<file path="config.mk">
export PLATFORM = sky130hd
export DESIGN_NAME = regs_wb_ctrl
export DESIGN_NICKNAME = d
export VERILOG_FILES = /design/src/rtl/regs_wb_pkg.sv /design/src/rtl/regs_wb_ctrl_fifo.sv /design/src/rtl/regs_wb_ctrl.sv
export SDC_FILE = /design/constraint.sdc
export NUM_CORES = 1
export LEC_CHECK = 0
export ABC_AREA = 1
export CAP_MARGIN = 10
export CORE_ASPECT_RATIO = 1.2
export CORE_MARGIN = 10
export CORE_UTILIZATION = 40
export CTS_BUF_LIST = sky130_fd_sc_hd__clkbuf_4 sky130_fd_sc_hd__clkbuf_8 sky130_fd_sc_hd__clkbuf_16
export DETAILED_ROUTE_END_ITERATION = 10
export GPL_TIMING_DRIVEN = 0
export HOLD_SLACK_MARGIN = 0.1
export REMOVE_ABC_BUFFERS = 1
export SLEW_MARGIN = 20
export SYNTH_ARGS = -nofsm -noshare
export SYNTH_HDL_FRONTEND = slang
export SYNTH_SLANG_ARGS = --single-unit
</file>
<file path="constraint.sdc">
create_clock -name clk -period 5.5 [get_ports clk]
set_input_delay 1.375 -clock clk [delete_from_list [all_inputs] [get_ports clk]]
set_output_delay 1.375 -clock clk [all_outputs]
set_load 0.01 [all_outputs]
</file>
<file path="src/rtl/regs_wb_pkg.sv">
// Shared constants and queue entry type for the register-file writeback controller.
package regs_wb_pkg;

  localparam int FIFO_DEPTH = 4;
  localparam int AGE_LIMIT  = 7;
  localparam int ADDR_W     = 5;
  localparam int DATA_W     = 32;
  localparam int PTR_W      = $clog2(FIFO_DEPTH);
  localparam int CNT_W      = $clog2(FIFO_DEPTH + 1);

  typedef struct packed {
    logic [ADDR_W-1:0] addr;
    logic [DATA_W-1:0] data;
    logic              killed;
  } wb_entry_t;

endpackage

</file>
<file path="src/rtl/regs_wb_ctrl_fifo.sv">
// wb_fifo: in-order secondary writeback queue with per-entry kill-by-address
// and a mask of the register addresses still owned by live entries.
module wb_fifo
  import regs_wb_pkg::*;
(
  input  logic              clk,
  input  logic              rst,
  input  logic              push_i,
  input  logic [ADDR_W-1:0] push_addr_i,
  input  logic [DATA_W-1:0] push_data_i,
  input  logic              push_kill_i,
  input  logic              pop_i,
  input  logic              kill_i,
  input  logic [ADDR_W-1:0] kill_addr_i,
  output logic [CNT_W-1:0]  cnt_o,
  output logic [ADDR_W-1:0] head_addr_o,
  output logic [DATA_W-1:0] head_data_o,
  output logic              head_killed_o,
  output logic [31:0]       live_mask_o
);

  wb_entry_t              mem_q [FIFO_DEPTH];
  logic [PTR_W-1:0]       rd_q;
  logic [PTR_W-1:0]       wr_q;
  logic [CNT_W-1:0]       cnt_q;
  logic [FIFO_DEPTH-1:0]  valid;
  logic [31:0]            live;

  // A slot is occupied when its distance from the read pointer is below the count.
  function automatic logic slot_valid(input int i, input logic [PTR_W-1:0] rd,
                                      input logic [CNT_W-1:0] cnt);
    logic [PTR_W-1:0] off;
    off = PTR_W'(i) - rd;
    return CNT_W'(off) < cnt;
  endfunction

  always_comb begin
    valid = '0;
    live  = '0;
    for (int i = 0; i < FIFO_DEPTH; i++) begin
      valid[i] = slot_valid(i, rd_q, cnt_q);
      if (valid[i] && !mem_q[i].killed) live[mem_q[i].addr] = 1'b1;
    end
    live[0] = 1'b0;
  end

  always_ff @(posedge clk) begin
    if (rst) begin
      rd_q  <= '0;
      wr_q  <= '0;
      cnt_q <= '0;
      for (int i = 0; i < FIFO_DEPTH; i++) mem_q[i].killed <= 1'b0;
    end else begin
      for (int i = 0; i < FIFO_DEPTH; i++) begin
        if (kill_i && valid[i] && (mem_q[i].addr == kill_addr_i)) mem_q[i].killed <= 1'b1;
      end
      if (push_i) begin
        mem_q[wr_q] <= '{addr: push_addr_i, data: push_data_i, killed: push_kill_i};
        wr_q        <= wr_q + PTR_W'(1);
      end
      if (pop_i) rd_q <= rd_q + PTR_W'(1);
      cnt_q <= cnt_q + CNT_W'(push_i) - CNT_W'(pop_i);
    end
  end

  assign cnt_o         = cnt_q;
  assign head_addr_o   = mem_q[rd_q].addr;
  assign head_data_o   = mem_q[rd_q].data;
  assign head_killed_o = mem_q[rd_q].killed;
  assign live_mask_o   = live;

endmodule

</file>
<file path="src/rtl/regs_wb_ctrl.sv">
// Register-file writeback arbiter: primary ALU writes beat queued secondary writes.
// Optional head-age starvation guard compiled under REGS_WB_AGE_GUARD_EN.
module regs_wb_ctrl
  import regs_wb_pkg::*;
(
  input  logic              clk,
  input  logic              rst,
  input  logic              pri_we,
  input  logic [ADDR_W-1:0] pri_addr,
  input  logic [DATA_W-1:0] pri_data,
  input  logic              sec_valid,
  input  logic [ADDR_W-1:0] sec_addr,
  input  logic [DATA_W-1:0] sec_data,
  output logic              sec_ready,
  output logic              L_S,
  output logic [ADDR_W-1:0] Wt_addr,
  output logic [DATA_W-1:0] Wt_data,
  output logic [31:0]       busy,
  output logic [2:0]        fifo_cnt,
  output logic              pri_stall
);

  logic [CNT_W-1:0]  cnt;
  logic [ADDR_W-1:0] head_addr;
  logic [DATA_W-1:0] head_data;
  logic              head_killed;
  logic [31:0]       live_mask;

  logic              stall;
  logic              pri_issue;
  logic              head_live;
  logic              head_issue;
  logic              push;
  logic              push_kill;
  logic              pop;

  logic              ls_q, ls_d;
  logic [ADDR_W-1:0] wt_addr_q, wt_addr_d;
  logic [DATA_W-1:0] wt_data_q, wt_data_d;

  assign sec_ready  = (cnt < CNT_W'(FIFO_DEPTH)) && !rst;
  assign pri_issue  = pri_we && (pri_addr != '0) && !stall;
  assign head_live  = (cnt != '0) && !head_killed;
  assign head_issue = head_live && !pri_issue;
  assign push       = sec_valid && sec_ready && (sec_addr != '0);
  assign push_kill  = pri_issue && (sec_addr == pri_addr);
  // Killed heads drain even while the primary owns the write port.
  assign pop        = (cnt != '0) && (head_killed || !pri_issue);

  wb_fifo u_fifo (
    .clk          (clk),
    .rst          (rst),
    .push_i       (push),
    .push_addr_i  (sec_addr),
    .push_data_i  (sec_data),
    .push_kill_i  (push_kill),
    .pop_i        (pop),
    .kill_i       (pri_issue),
    .kill_addr_i  (pri_addr),
    .cnt_o        (cnt),
    .head_addr_o  (head_addr),
    .head_data_o  (head_data),
    .head_killed_o(head_killed),
    .live_mask_o  (live_mask)
  );

  always_comb begin
    ls_d      = 1'b0;
    wt_addr_d = '0;
    wt_data_d = '0;
    if (pri_issue) begin
      ls_d      = 1'b1;
      wt_addr_d = pri_addr;
      wt_data_d = pri_data;
    end else if (head_issue) begin
      ls_d      = 1'b1;
      wt_addr_d = head_addr;
      wt_data_d = head_data;
    end
  end

  always_ff @(posedge clk) begin
    if (rst) begin
      ls_q      <= 1'b0;
      wt_addr_q <= '0;
      wt_data_q <= '0;
    end else begin
      ls_q      <= ls_d;
      wt_addr_q <= wt_addr_d;
      wt_data_q <= wt_data_d;
    end
  end

`ifdef REGS_WB_AGE_GUARD_EN
  logic [2:0] age_q, age_d;
  logic       stall_q, stall_d;

  // Age counts cycles a live head loses arbitration; reaching the limit
  // stalls the primary for one cycle so the head can issue.
  always_comb begin
    age_d = age_q;
    if (pop || !head_live) age_d = '0;
    else if (age_q != 3'(AGE_LIMIT)) age_d = age_q + 3'd1;
    stall_d = (age_d == 3'(AGE_LIMIT));
  end

  always_ff @(posedge clk) begin
    if (rst) begin
      age_q   <= '0;
      stall_q <= 1'b0;
    end else begin
      age_q   <= age_d;
      stall_q <= stall_d;
    end
  end

  assign stall = stall_q;
`else
  assign stall = 1'b0;
`endif

  assign pri_stall = stall;
  assign L_S       = ls_q;
  assign Wt_addr   = wt_addr_q;
  assign Wt_data   = wt_data_q;
  assign busy      = live_mask;
  assign fifo_cnt  = cnt;

endmodule

</file>
# Word level (Yosys, flattened, before mapping)
# Memory sizes are Yosys's and may differ from the RTL's. A register that Yosys moved wholly into a read port is not among the register bits.
# Index checks and enable logic that the tools add are counted.
word_totals:
  output_inout_bits: 75
  inputBits: 78
  memories: 1
  regBits: 45
  mem_bits_rw: 152
  elab_cells: 116
op_classes:
  magnitude_cmp: 13
  reduce_logical: 35
  bitwise: 7
  muxes: 41
  add_sub_neg: 8
  n_eq_ne: 5
memory_table:
  columns: ["memory", "depth", "width", "rd", "rd_ports_with_merged_regs", "write_ports", "line_no", "text"]
  rows:
  - ["u_fifo.mem_q", 4, 38, 5, 1, 5, "regs_wb_ctrl_fifo.sv:22", "wb_entry_t mem_q [FIFO_DEPTH];"]
ops:
  columns: ["operator", "n"]
  rows:
  - ["$mux W32", 6]
  - ["$or A32 B32 Y32", 3]
  - ["$mux W1", 27]
  - ["$eq A5 B5 Y1", 5]
  - ["$logic_and A1 B1 Y1", 24]
  - ["$lt A5 B6 Y1 const B", 4]
  - ["$demux W1 S5", 4]
  - ["$ge A5 B1 Y1 const B", 4]
  - ["$lt A2 B3 Y1", 4]
  - ["$mux W5", 2]
  - ["$reduce_bool A5 Y1", 2]
  - ["$logic_not A1 Y1", 7]
  - ["$add A2 B1 Y2 const B", 2]
  - ["$mux W2", 2]
  - ["$or A1 B1 Y1", 4]
  - ["$sub A1 B2 Y2 const A", 2]
  - ["$sub A2 B2 Y2 const A", 2]
  - ["$add A3 B1 Y3", 1]
  - ["$lt A3 B3 Y1 const B", 1]
  - ["$reduce_bool A3 Y1", 1]
  - ["$sub A3 B1 Y3", 1]
  - ["$logic_or A1 B1 Y1", 1]

# Longest topological paths before layout
# Gate-level depths: netlist of run 1.
# An unclocked memory read counts as a cell.
depth:
  ltp_word: 12
  mapped_depth: 12
  ltp_nobuf: 11

# By module
# Synthesis of run 1 repeated with hierarchy kept, for this count alone.
unflattened:
  hier_cells: 1041
  area_unflattened_um2: 9848.2
by_module_without_submodules:
  columns: ["module", "cells_per_inst", "instances", "area_each_um2", "seq_area_each_um2"]
  rows:
  - ["wb_fifo", 843, 1, 7896.3, 4714.5]
  - ["regs_wb_ctrl", 198, 1, 1951.9, 760.7]

# Least setup slack after synthesis of run 1
# No wires, ideal clock.
synth_timing:
  path_kind: "input -> register"
  from: "input port rst"
  to: "memory u_fifo.mem_q[1][10] in the netlist's numbering, enable pin"
  arrival_time_ns: 3.564
  path_stages: 5
  required_time_ns: 5.067
  setup_ns: 0.433
  setup_slack_ns: 1.503
  n_path_buf: 2
  cell_sequence: "clkbuf_1 > nor3b_1 > nand2_1 > clkbuf_1 > nor2_1"
synth_lines:
  columns: ["element", "line_no", "text"]
  rows:
  - ["start, declared", "regs_wb_ctrl.sv:7", "input logic rst,"]
  - ["end, declared", "regs_wb_ctrl_fifo.sv:22", null]

# Final worst setup path of run 1
layout_timing:
  from: "register u_fifo.rd_q[0]"
  to: "output port busy[9]"
layout_between:
  elab_chain_len: 10
  elab_cells_between_ends: 19
  cone_classes: "add/sub (4); order compare (4); mux (4); bitwise (3); reduce/logical (4)"
layout_lines:
  columns: ["element", "line_no", "text"]
  rows:
  - ["start, declared", "regs_wb_ctrl_fifo.sv:23", "logic [PTR_W-1:0] rd_q;"]
  - ["start signal, assigned", "regs_wb_ctrl_fifo.sv:61", "if (pop_i) rd_q <= rd_q + PTR_W'(1);"]
  - ["$sub A1 B2 Y2", "regs_wb_ctrl_fifo.sv:33", "off = PTR_W'(i) - rd;"]
  - ["$lt A2 B3 Y1", "regs_wb_ctrl_fifo.sv:34", "return CNT_W'(off) < cnt;"]
  - ["$logic_and A1 B1 Y1", "regs_wb_ctrl_fifo.sv:42", "if (valid[i] && !mem_q[i].killed) live[mem_q[i].addr] = 1'b1;"]
  - ["$mux W32", "regs_wb_ctrl_fifo.sv:42", null]
  - ["$or A32 B32 Y32 (no line)", null, null]
  - ["$mux W32", "regs_wb_ctrl_fifo.sv:42", null]
  - ["$or A32 B32 Y32 (no line)", null, null]
  - ["$mux W32", "regs_wb_ctrl_fifo.sv:42", null]
  - ["$or A32 B32 Y32 (no line)", null, null]
  - ["$mux W32 (*)", "regs_wb_ctrl_fifo.sv:42", null]
  - ["end, declared", "regs_wb_ctrl.sv:18", "output logic [31:0] busy,"]
# Mark *: on every way between the ends. The rest lies on a longest branch, timed or not.

==> results of run 1 <==
==> cell type report <==
| class | count | area, sq um | share of cell area (%) |
|---|---|---|---|
| inverter | 63 | 240 | 2.05 |
| antenna | 2 | 5.00 | 0.0426 |
| sequential | 199 | 5480 | 46.7 |
| clock inverter | 14 | 146 | 1.25 |
| timing repair buffer | 159 | 1710 | 14.6 |
| multi-input combinational | 706 | 3330 | 28.4 |
| clock buffer | 18 | 433 | 3.69 |
| tap | 310 | 388 | 3.30 |
==> sequential cells by signal, summed over array words and instances, names as in the netlist, named ones only <==
name	cells
u_fifo.mem_q	152
Wt_data	32
Wt_addr	5
u_fifo.cnt_o	3
u_fifo.rd_q	2
u_fifo.wr_q	2
L_S	1
==> layer usage <==
layer	up-vias	part of all wire (%)	wire length (um)	global-route usage [%]
li1	3731	-	-	-
met1	3491	41	10500	19.3
met3	37	7.5	1940	4.75
met4	4	1.9	487	6.39
met2	247	50	12800	29.1
met5	-	0.081	21	0
==> Yosys cell counts (all sizes together) <==
library cell  count  area [sq um]
a21boi            1          7.51
a21oi            62           310
buf              21           145
clkbuf           31           116
clkinv            1          3.75
conb              1          3.75
dfxtp            50          1000
edfxtp          149          4470
fa                1          20.0
ha               10           125
inv              62           233
nand2           225           850
nand3            75           380
nand3b            1          7.51
nand4             8          50.1
nor2            150           579
nor3             40           215
nor3b             1          7.51
o21ai            83           415
o22ai            33           206
or2               1          6.26
xnor2             7          61.3
xor2              6          52.6
==> metrics by stage <==
step	cells	cell area, sq um	hold slack [ps]	total power, uW	utilization [%]
final	1471	11700	527	4590	51.9
after detailed placement	1437	11200	502	3420	49.4
after floorplan	968	9010	463	2730	-
after global placement	1428	10900	490	3370	48.3
after global routing	1471	11700	567	4870	51.9
after CTS	1469	11700	526	4630	51.9
==> worst paths after layout <==
path,start,to,slack (ps),depth (start not counted)
setup / recovery,u_fifo.rd_q[0],busy[9],850,9
hold / removal,u_fifo.wr_q[0],u_fifo.wr_q[0],530,1
setup reg to reg,flop,u_fifo.cnt_o[1],2350,11
hold reg to reg,u_fifo.wr_q[0],u_fifo.wr_q[0],530,1
==> worst max-delay path: stages, from the launching register on <==
cell and delay, ps:
dfxtp_1 360, xnor2_1 260, inv_1 80, ha_1 280, nand3_1 130, nand3_2 320
nor2_1 610, a21oi_1 160, nand3_1 100, clkdlybuf4s50_1 540
==> report_power, final <==
part	internal [uW]	total (uW)	switching [uW]	leakage, uW
Sequential	1740	1820	86.4	0.00176
Clock	645	1220	572	0.000281
Combinational	557	1550	994	0.00224
==> kinds of logic after synthesis <==
group	Yosys count	synth area share (%)
XOR/XNOR	13	1.23
flip-flops	199	59.1
AO/OA/AOI/OAI	179	10.1
AND/OR/NAND/NOR	501	22.6
buffers and inverters	115	5.37
other	1	0.0404
adder cells (fa/ha/maj)	11	1.57
==> out/qor.txt, run 1 <==
flops & latches, synth: 199
Row Count: 60
Hold Fails Final Rpt: 0
Pleak: 0.00429 uW
Final setup viols: 0
area of the core: 22,600 sq um
PwrDens: 391 nW/um^2
Relative slew margins: 44.6%
Max Fclk: 215 MHz
HPWL Detailed: 18,000 um
initial core utilization: 41.0%
Worst-path clk slew: 70 ps
largest net degree at the start of global routing: 76
Tmin final: 4650 ps
total of max-cap violations: 0
required time worst endpoint: 4120 ps
Pins Over Slew Limit: 0
die height: 187 um
total die area: 29,700 sq um
Synth warnings: 0
pre-CTS setup slack: 688 ps
number of port buffers: 150
Setup CP Type: reg -> out
drt drc: 0
vias per std cell: 5.11
# hold bufs at CTS: 0
Total GRT Usage: 16.8%
most common cell after layout, fill and taps aside: nand2_1
postcts setup bufs: 0
CTS Root Cell: clkbuf_16
share of layout cells above drive strength 1: 5.26%
die span in x: 159 um
nets: 1,235
initial antenna violation count: 4
Num Clock Sinks: 199
wire per inst: 17.5 um
P&R area growth vs syn: 26.6%
worst min path class: reg -> reg
critical path endpoint category: output port
clock skew: 11.2 ps
Syn Inst Count: 1,019
CP arrival: 3270 ps
CTS Buf Count: 17
PnR worst setup slack: 855 ps
most frequent cells in the layout: nand2_1, clkdlybuf4s50_1, edfxtp_1, nor2_1, o21ai_0
CTS tree: built
Worst Tran Pin Value: 830 ps
IO Count: 153
first-pass GRT wire length: 40,500 um
Mapped Area: 9270 sq um
clk_lat worst skew: 430 ps
First DRT Iteration DRCs: 490
Placer Congestion: 0.948
Post-Route WL: 25,800 um
post-CTS resize count: 0
worst vdd ir: 0.000244 V
status: complete, no violations
# H-tree levels: 4
Total Neg Setup Slack: 0 ps
Max Buffers Root-to-Sink: 2
via count: 7,510
crit share post-route: 84.5%
syn_area_per_cell: 9.10 sq um
FILL cells: 2,060
unrepaired setup endpoints after global routing: false
synth unique cells: 30
vias in the first global route: 7,530
ANT nets after route: 0
sequential fraction of the synthesis area: 59.1%
maximum fanout along the worst path: 18
first-pass iteration count of the detailed router: 7
overflow left after global routing: 0
Setup crit start kind: flop
(Power assumes the default switching activity.)
==> run 2, diff against run 1 <==
--- a/config.mk
+++ b/config.mk
@@ -14,6 +14,7 @@
 export DETAILED_ROUTE_END_ITERATION = 10
 export GPL_TIMING_DRIVEN = 0
 export HOLD_SLACK_MARGIN = 0.1
+export PLACE_DENSITY = 0.65
 export REMOVE_ABC_BUFFERS = 1
 export SLEW_MARGIN = 20
 export SYNTH_ARGS = -nofsm -noshare
==> constraint.sdc (replaced) <==
create_clock -name clk -period 3.7 [get_ports clk]
set_input_delay 0.925 -clock clk [delete_from_list [all_inputs] [get_ports clk]]
set_output_delay 0.925 -clock clk [all_outputs]
set_load 0.01 [all_outputs]
==> out/qor.txt, run 2 (synthesized netlist as in run 1, its figures left out) <==
Post-Route WL: 25,900 um (+0.45%)
Seq pwr share: 38.4% (-1.3 points)
status: complete, no violations
clock skew: 12.0 ps (+0.752 ps)
most frequent cells in the layout: nand2_1, edfxtp_1, nor2_1, clkdlybuf4s50_1, o21ai_0
initial core utilization: 41.0% (unchanged)
CP cell instances: xnor2_2, buf_4, ha_1, nand3_1, nand3_2, inv_2, nand3_1, nand3_1, clkdlybuf4s50_1
IO Count: 153 (unchanged)
share of layout cells above drive strength 1: 7.74% (+2.5 points)
grt peak-use layer: met2
Critical Path Most Common Cell: nand3_1
Relative slew margins: 48.6% (+4.0 points)
switching share of power: 36.4% (+0.40 points)
first-pass GRT wire length: 40,100 um (-1.1%)
CP max stage delay: 550 ps (-60 ps)
Row Count: 60 (unchanged)
maximum fanout along the worst path: 13 (-5)
HPWL Detailed: 17,700 um (-1.4%)
Worst-path clk slew: 70 ps (about the same)
CTS Root Cell: clkbuf_16
Pins Over Slew Limit: 0 (unchanged)
first-pass iteration count of the detailed router: 5 (-2)
vias per std cell: 5.15 (+0.90%)
clk_lat worst skew: 430 ps (about the same)
Setup crit start kind: flop
via count: 7,655 (+1.9%)
Total GRT Usage: 16.6% (-0.18 points)
Logic pwr share: 36.4% (+2.6 points)
Final Util: 53.3% (+1.3 points)
initial antenna violation count: 1 (-3)
CP max-delay cell: clkdlybuf4s50_1
wire per inst: 17.4 um (-0.57%)
critical path endpoint category: output port
grt met1 use: 18.7% (-0.66 points)
die span in x: 159 um (unchanged)
Total Neg Setup Slack: 0 ps (unchanged)
# H-tree levels: 4 (unchanged)
PwrDens: 587 nW/um^2 (+50%)
placed inst area: 11,200 sq um (about the same)
CTS tree: built
largest net degree at the start of global routing: 76 (unchanged)
vias in the first global route: 7,494 (-0.48%)
most flop-heavy register: u_fifo.mem_q
number of port buffers: 150 (unchanged)
clock share of power: 25.1% (-1.4 points)
CTS Buf Count: 17 (unchanged)
total of max-cap violations: 0 (unchanged)
Hold Fails Final Rpt: 0 (unchanged)
Final setup viols: 0 (unchanged)
max FFs per register: 152 (unchanged)
Int Pwr: 4490 uW (+53%)
Reg2Reg Setup Slack: 530 ps (-1820 ps)
crit share post-route: 97.0%
design area: 12,000 sq um (+2.6%)
Max Buffers Root-to-Sink: 2 (unchanged)
Worst Tran Pin Value: 771 ps (-58.9 ps)
overflow left after global routing: 0 (unchanged)
met3 Use GR: 4.31% (-0.44 points)
drt drc: 0 (unchanged)
Num Clock Sinks: 199 (unchanged)
Setup CP Type: reg -> out
nets: 1,251 (+1.3%)
Tmin final: 3590 ps
total die area: 29,700 sq um (unchanged)
Placer Congestion: 0.935 (-1.5%)
sw power: 2570 uW (+56%)
Max Fclk: 279 MHz
Pleak: 0.00472 uW (+10%)
die height: 187 um (unchanged)
worst min path class: reg -> reg
ANT nets after route: 0 (unchanged)
required time worst endpoint: 2770 ps (-1350 ps)
worst vdd ir: 0.000343 V (+40%)
area of the core: 22,600 sq um (unchanged)
First DRT Iteration DRCs: 436 (-11%)
most common cell after layout, fill and taps aside: nand2_1
CP arrival: 2660 ps (-610 ps)
met2 Use GR: 29.8% (+0.71 points)
P&R area growth vs syn: 29.9%
==> run 2: cell count changes in the layout (fill, tap and decap cells not counted), moves of 3 or more <==
cell / previous run / this run
nor2_1: 145 / 140
nor2_4: 4 / 9
clkdlybuf4s50_1: 149 / 130
dlymetal6s2s_1: 0 / 17
buf_4: 0 / 12
dfxtp_2: 1 / 4
nor3_4: 0 / 3
dfxtp_1: 48 / 45
nor3_2: 3 / 0
==> run 2: final cells by class <==
type	instances	area, sq um
inverter	63	245
fill	1984	10600
clock inverter	13	133
sequential	199	5480
timing repair buffer	175	1920
tap	310	388
antenna	1	2.50
multi-input combinational	706	3420
clock buffer	19	440
==> run 2: worst paths after layout <==
path | from | endpoint | depth (start not counted)
max | u_fifo.rd_q[1] | busy[28] | 9
min | u_fifo.wr_q[0] | u_fifo.wr_q[0] | 1
max reg2reg | flop | u_fifo.cnt_o[1] | 11
min reg2reg | u_fifo.wr_q[0] | u_fifo.wr_q[0] | 1
==> run 2: per-stage QoR <==
step | worst slack [ps] | std cells | hold WS [ps] | power (uW)
after floorplan | -68.9 | 968 | 463 | 4060
after global placement | -3490 | 1428 | 488 | 4980
after detailed placement | -643 | 1437 | 503 | 5080
after CTS | -14.7 | 1474 | 519 | 7010
after global routing | -41.1 | 1486 | 544 | 7470
final | 113 | 1486 | 508 | 7070
==> run 2: timing repair <==
action                                  CTS  global route
setup buffers                             5            11
endpoints found under the setup margin   33            31
hold buffers                              0             0
pin swaps                                 5             8
resized for setup                        18            28
==> run 2: layer usage <==
metal | share of wire (%) | wire (um) | vias up
li1 | - | - | 3765
met1 | 41 | 10600 | 3637
met2 | 52 | 13500 | 226
met3 | 5.5 | 1420 | 27
met4 | 1.4 | 365 | 0
met5 | 0 | 0 | -
==> run 2: power by group through the flow <==
stage	logic [uW]	clock network [uW]	registers, uW
finish	2570	1780	2720
CTS	2480	1810	2720
global placement	2100	0	2880
floorplan	1240	0	2820
global route	2840	1900	2740
detailed placement	2320	0	2760
==> run 2: worst max-delay path: cells and delay by family (launching register included) <==
family | cells | cell delay [ps]
adder cells (fa/ha/maj) | 1 | 220
buffers and inverters | 3 | 950
flip-flops | 1 | 350
AND/OR/NAND/NOR | 4 | 510
XOR/XNOR | 1 | 210
==> run 3, diff against run 2 <==
--- a/config.mk
+++ b/config.mk
@@ -12,7 +12,6 @@
 export CORE_UTILIZATION = 40
 export CTS_BUF_LIST = sky130_fd_sc_hd__clkbuf_4 sky130_fd_sc_hd__clkbuf_8 sky130_fd_sc_hd__clkbuf_16
 export DETAILED_ROUTE_END_ITERATION = 10
-export GPL_TIMING_DRIVEN = 0
 export HOLD_SLACK_MARGIN = 0.1
 export PLACE_DENSITY = 0.65
 export REMOVE_ABC_BUFFERS = 1
==> out/qor.txt, run 3 (synthesized netlist as in run 1, its figures left out) <==
design area: 11,800 sq um (-1.8%)
# hold bufs at CTS: 0 (unchanged)
most flop-heavy register: u_fifo.mem_q
CTS tree: built
Post-Route WL: 26,200 um (+1.4%)
first-pass GRT wire length: 42,000 um (+5.0%)
vias in the first global route: 7,867 (+5.0%)
clk_lat worst skew: 430 ps (about the same)
Placer Congestion: 0.956 (+2.3%)
area of the multi-input gates: 3350 sq um (-2.2%)
Total Neg Setup Slack: 0 ps (unchanged)
IO Count: 153 (unchanged)
status: complete, no violations
largest net degree at the start of global routing: 74 (-2.6%)
overflow left after global routing: 0 (unchanged)
Reg2Reg Setup Slack: 1220 ps (+690 ps)
placed inst area: 11,200 sq um (+0.22%)
Pleak: 0.00438 uW (-7.3%)
Final setup viols: 0 (unchanged)
Tmin final: 3480 ps (-103 ps)
via count: 7,637 (-0.24%)
CP max-delay cell: clkdlybuf4s50_1
nets: 1,260 (+0.72%)
storage element area: 5480 sq um (-0.11%)
wire per inst: 17.6 um (+0.82%)
CP max stage delay: 540 ps (about the same)
CTS Root Cell: clkbuf_16
Max Fclk: 287 MHz (+3.0%)
FILL cells: 2,039 (+2.8%)
total of max-cap violations: 0 (unchanged)
crit share post-route: 94.2% (-2.8 points)
Relative slew margins: 50.3% (+1.7 points)
Setup CP Type: reg -> out
Hold Worst Slack: 512 ps (+4.49 ps)
Setup crit start kind: flop
CTS Buf Count: 17 (unchanged)
initial core utilization: 41.0% (unchanged)
clock skew: 10.2 ps (-1.71 ps)
Num Clock Sinks: 199 (unchanged)
initial antenna violation count: 0 (-1)
required time worst endpoint: 2770 ps (about the same)
Worst Tran Pin Value: 746 ps (-25.2 ps)
number of port buffers: 150 (unchanged)
hold wc startpoint: u_fifo.wr_q[0]
drt drc: 0 (unchanged)
R2R cell count: 10 (-1)
# H-tree levels: 4 (unchanged)
most frequent cells in the layout: nand2_1, clkdlybuf4s50_1, edfxtp_1, nor2_1, o21ai_0
HPWL Detailed: 18,300 um (+3.3%)
ANT nets after route: 0 (unchanged)
CP arrival: 2560 ps (-100 ps)
most common cell after layout, fill and taps aside: nand2_1
CP cell instances: xnor2_2, inv_1, ha_1, nand3_1, nand3_2, nor2_1, buf_4, nand2_1, nand3_1, clkdlybuf4s50_1
P&R area growth vs syn: 27.5%
Total GRT Usage: 17.3% (+0.61 points)
max FFs per register: 152 (unchanged)
hold depth: 1 (unchanged)
Worst-path clk slew: 70 ps (about the same)
Row Count: 60 (unchanged)
# diodes: 0 (-1)
Hold Fails Final Rpt: 0 (unchanged)
maximum fanout along the worst path: 8 (-5)
first-pass iteration count of the detailed router: 5 (unchanged)
Pins Over Slew Limit: 0 (unchanged)
worst vdd ir: 0.000367 V (+7.2%)
Critical Path Most Common Cell: nand3_1
PwrDens: 587 nW/um^2 (about the same)
worst min path class: reg -> reg
First DRT Iteration DRCs: 449 (+3.0%)
Hold Crit Endpoint: u_fifo.wr_q[0]
area of the core: 22,600 sq um (unchanged)
die height: 187 um (unchanged)
die span in x: 159 um (unchanged)
total die area: 29,700 sq um (unchanged)
critical path endpoint category: output port
share of layout cells above drive strength 1: 7.60% (-0.14 points)
Max Buffers Root-to-Sink: 2 (unchanged)
vias per std cell: 5.11 (-0.77%)
R2R Path End: u_fifo.cnt_o[1]
## run 3: cell count changes in the layout (fill, tap and decap cells not counted), sizes merged
cell / before / now
bufinv: 0 / 1
buf: 26 / 35
clkdlybuf4s50: 130 / 149
dlymetal6s2s: 17 / 0
clkinvlp: 0 / 3
clkinv: 7 / 4
dlygate4sd2: 2 / 0
clkbuf: 19 / 18
diode: 1 / 0
## run 3: area by class of cell
| cell class | instances | share of cell area (%) |
|---|---|---|
| tap | 310 | 3.28 |
| multi-input combinational | 706 | 28.3 |
| sequential | 199 | 46.3 |
| clock inverter | 14 | 1.32 |
| timing repair buffer | 184 | 15.0 |
| clock buffer | 18 | 3.66 |
| inverter | 63 | 2.03 |
## run 3: power by group
| group | switching (uW) | total [uW] | internal (uW) |
|---|---|---|---|
| Sequential | 134 | 2710 | 2580 |
| Combinational | 1490 | 2390 | 904 |
| Clock | 857 | 1830 | 969 |
## run 3: metal layers
| layer | track usage, % | wire length (um) |
|---|---|---|
| met1 | 19.3 | 10600 |
| met2 | 31.6 | 13600 |
| met3 | 4.00 | 1630 |
| met4 | 5.39 | 458 |
| met5 | 0 | 0 |
## run 3: timing repair
item                       CTS  global route
setup buffers                1             2
setup endpoints to repair    1            31
pin swaps                    0             0
gates resized for setup      0             6
## run 3: per-stage QoR
stage,setup WS (ps),power (uW),std cells,util (%)
CTS,34.5,6960,1492,52.1
global placement,360,5110,1459,49.5
detailed placement,388,5130,1459,49.5
global route,-0.776,7370,1494,52.3
finish,216,6930,1494,52.3
floorplan,-68.9,4060,968,-
## run 3: worst max-delay path, delay by kind of cell, from the launching register on
kind / cells / cell delay, ps
buffers and inverters: 3 / 790
and+or+nand+nor: 5 / 510
DFF: 1 / 410
adders and majority gates: 1 / 270
xor gates and xnor gates: 1 / 150
## run 3: how the worst max path moves through the flow
stage              startpoint              end  slack [ps]  cells past startpoint
2_1_floorplan            flop  u_fifo.cnt_o[2]         -70                     11
3_3_place_gp      pri_addr[0]  u_fifo.cnt_o[1]         360                     12
3_5_place_dp      pri_addr[0]  u_fifo.cnt_o[1]         390                     12
4_1_cts        u_fifo.rd_q[0]          busy[1]          30                      8
5_1_grt        u_fifo.rd_q[1]         busy[26]        -0.8                      9
6_report       u_fifo.rd_q[1]         busy[13]         220                     10
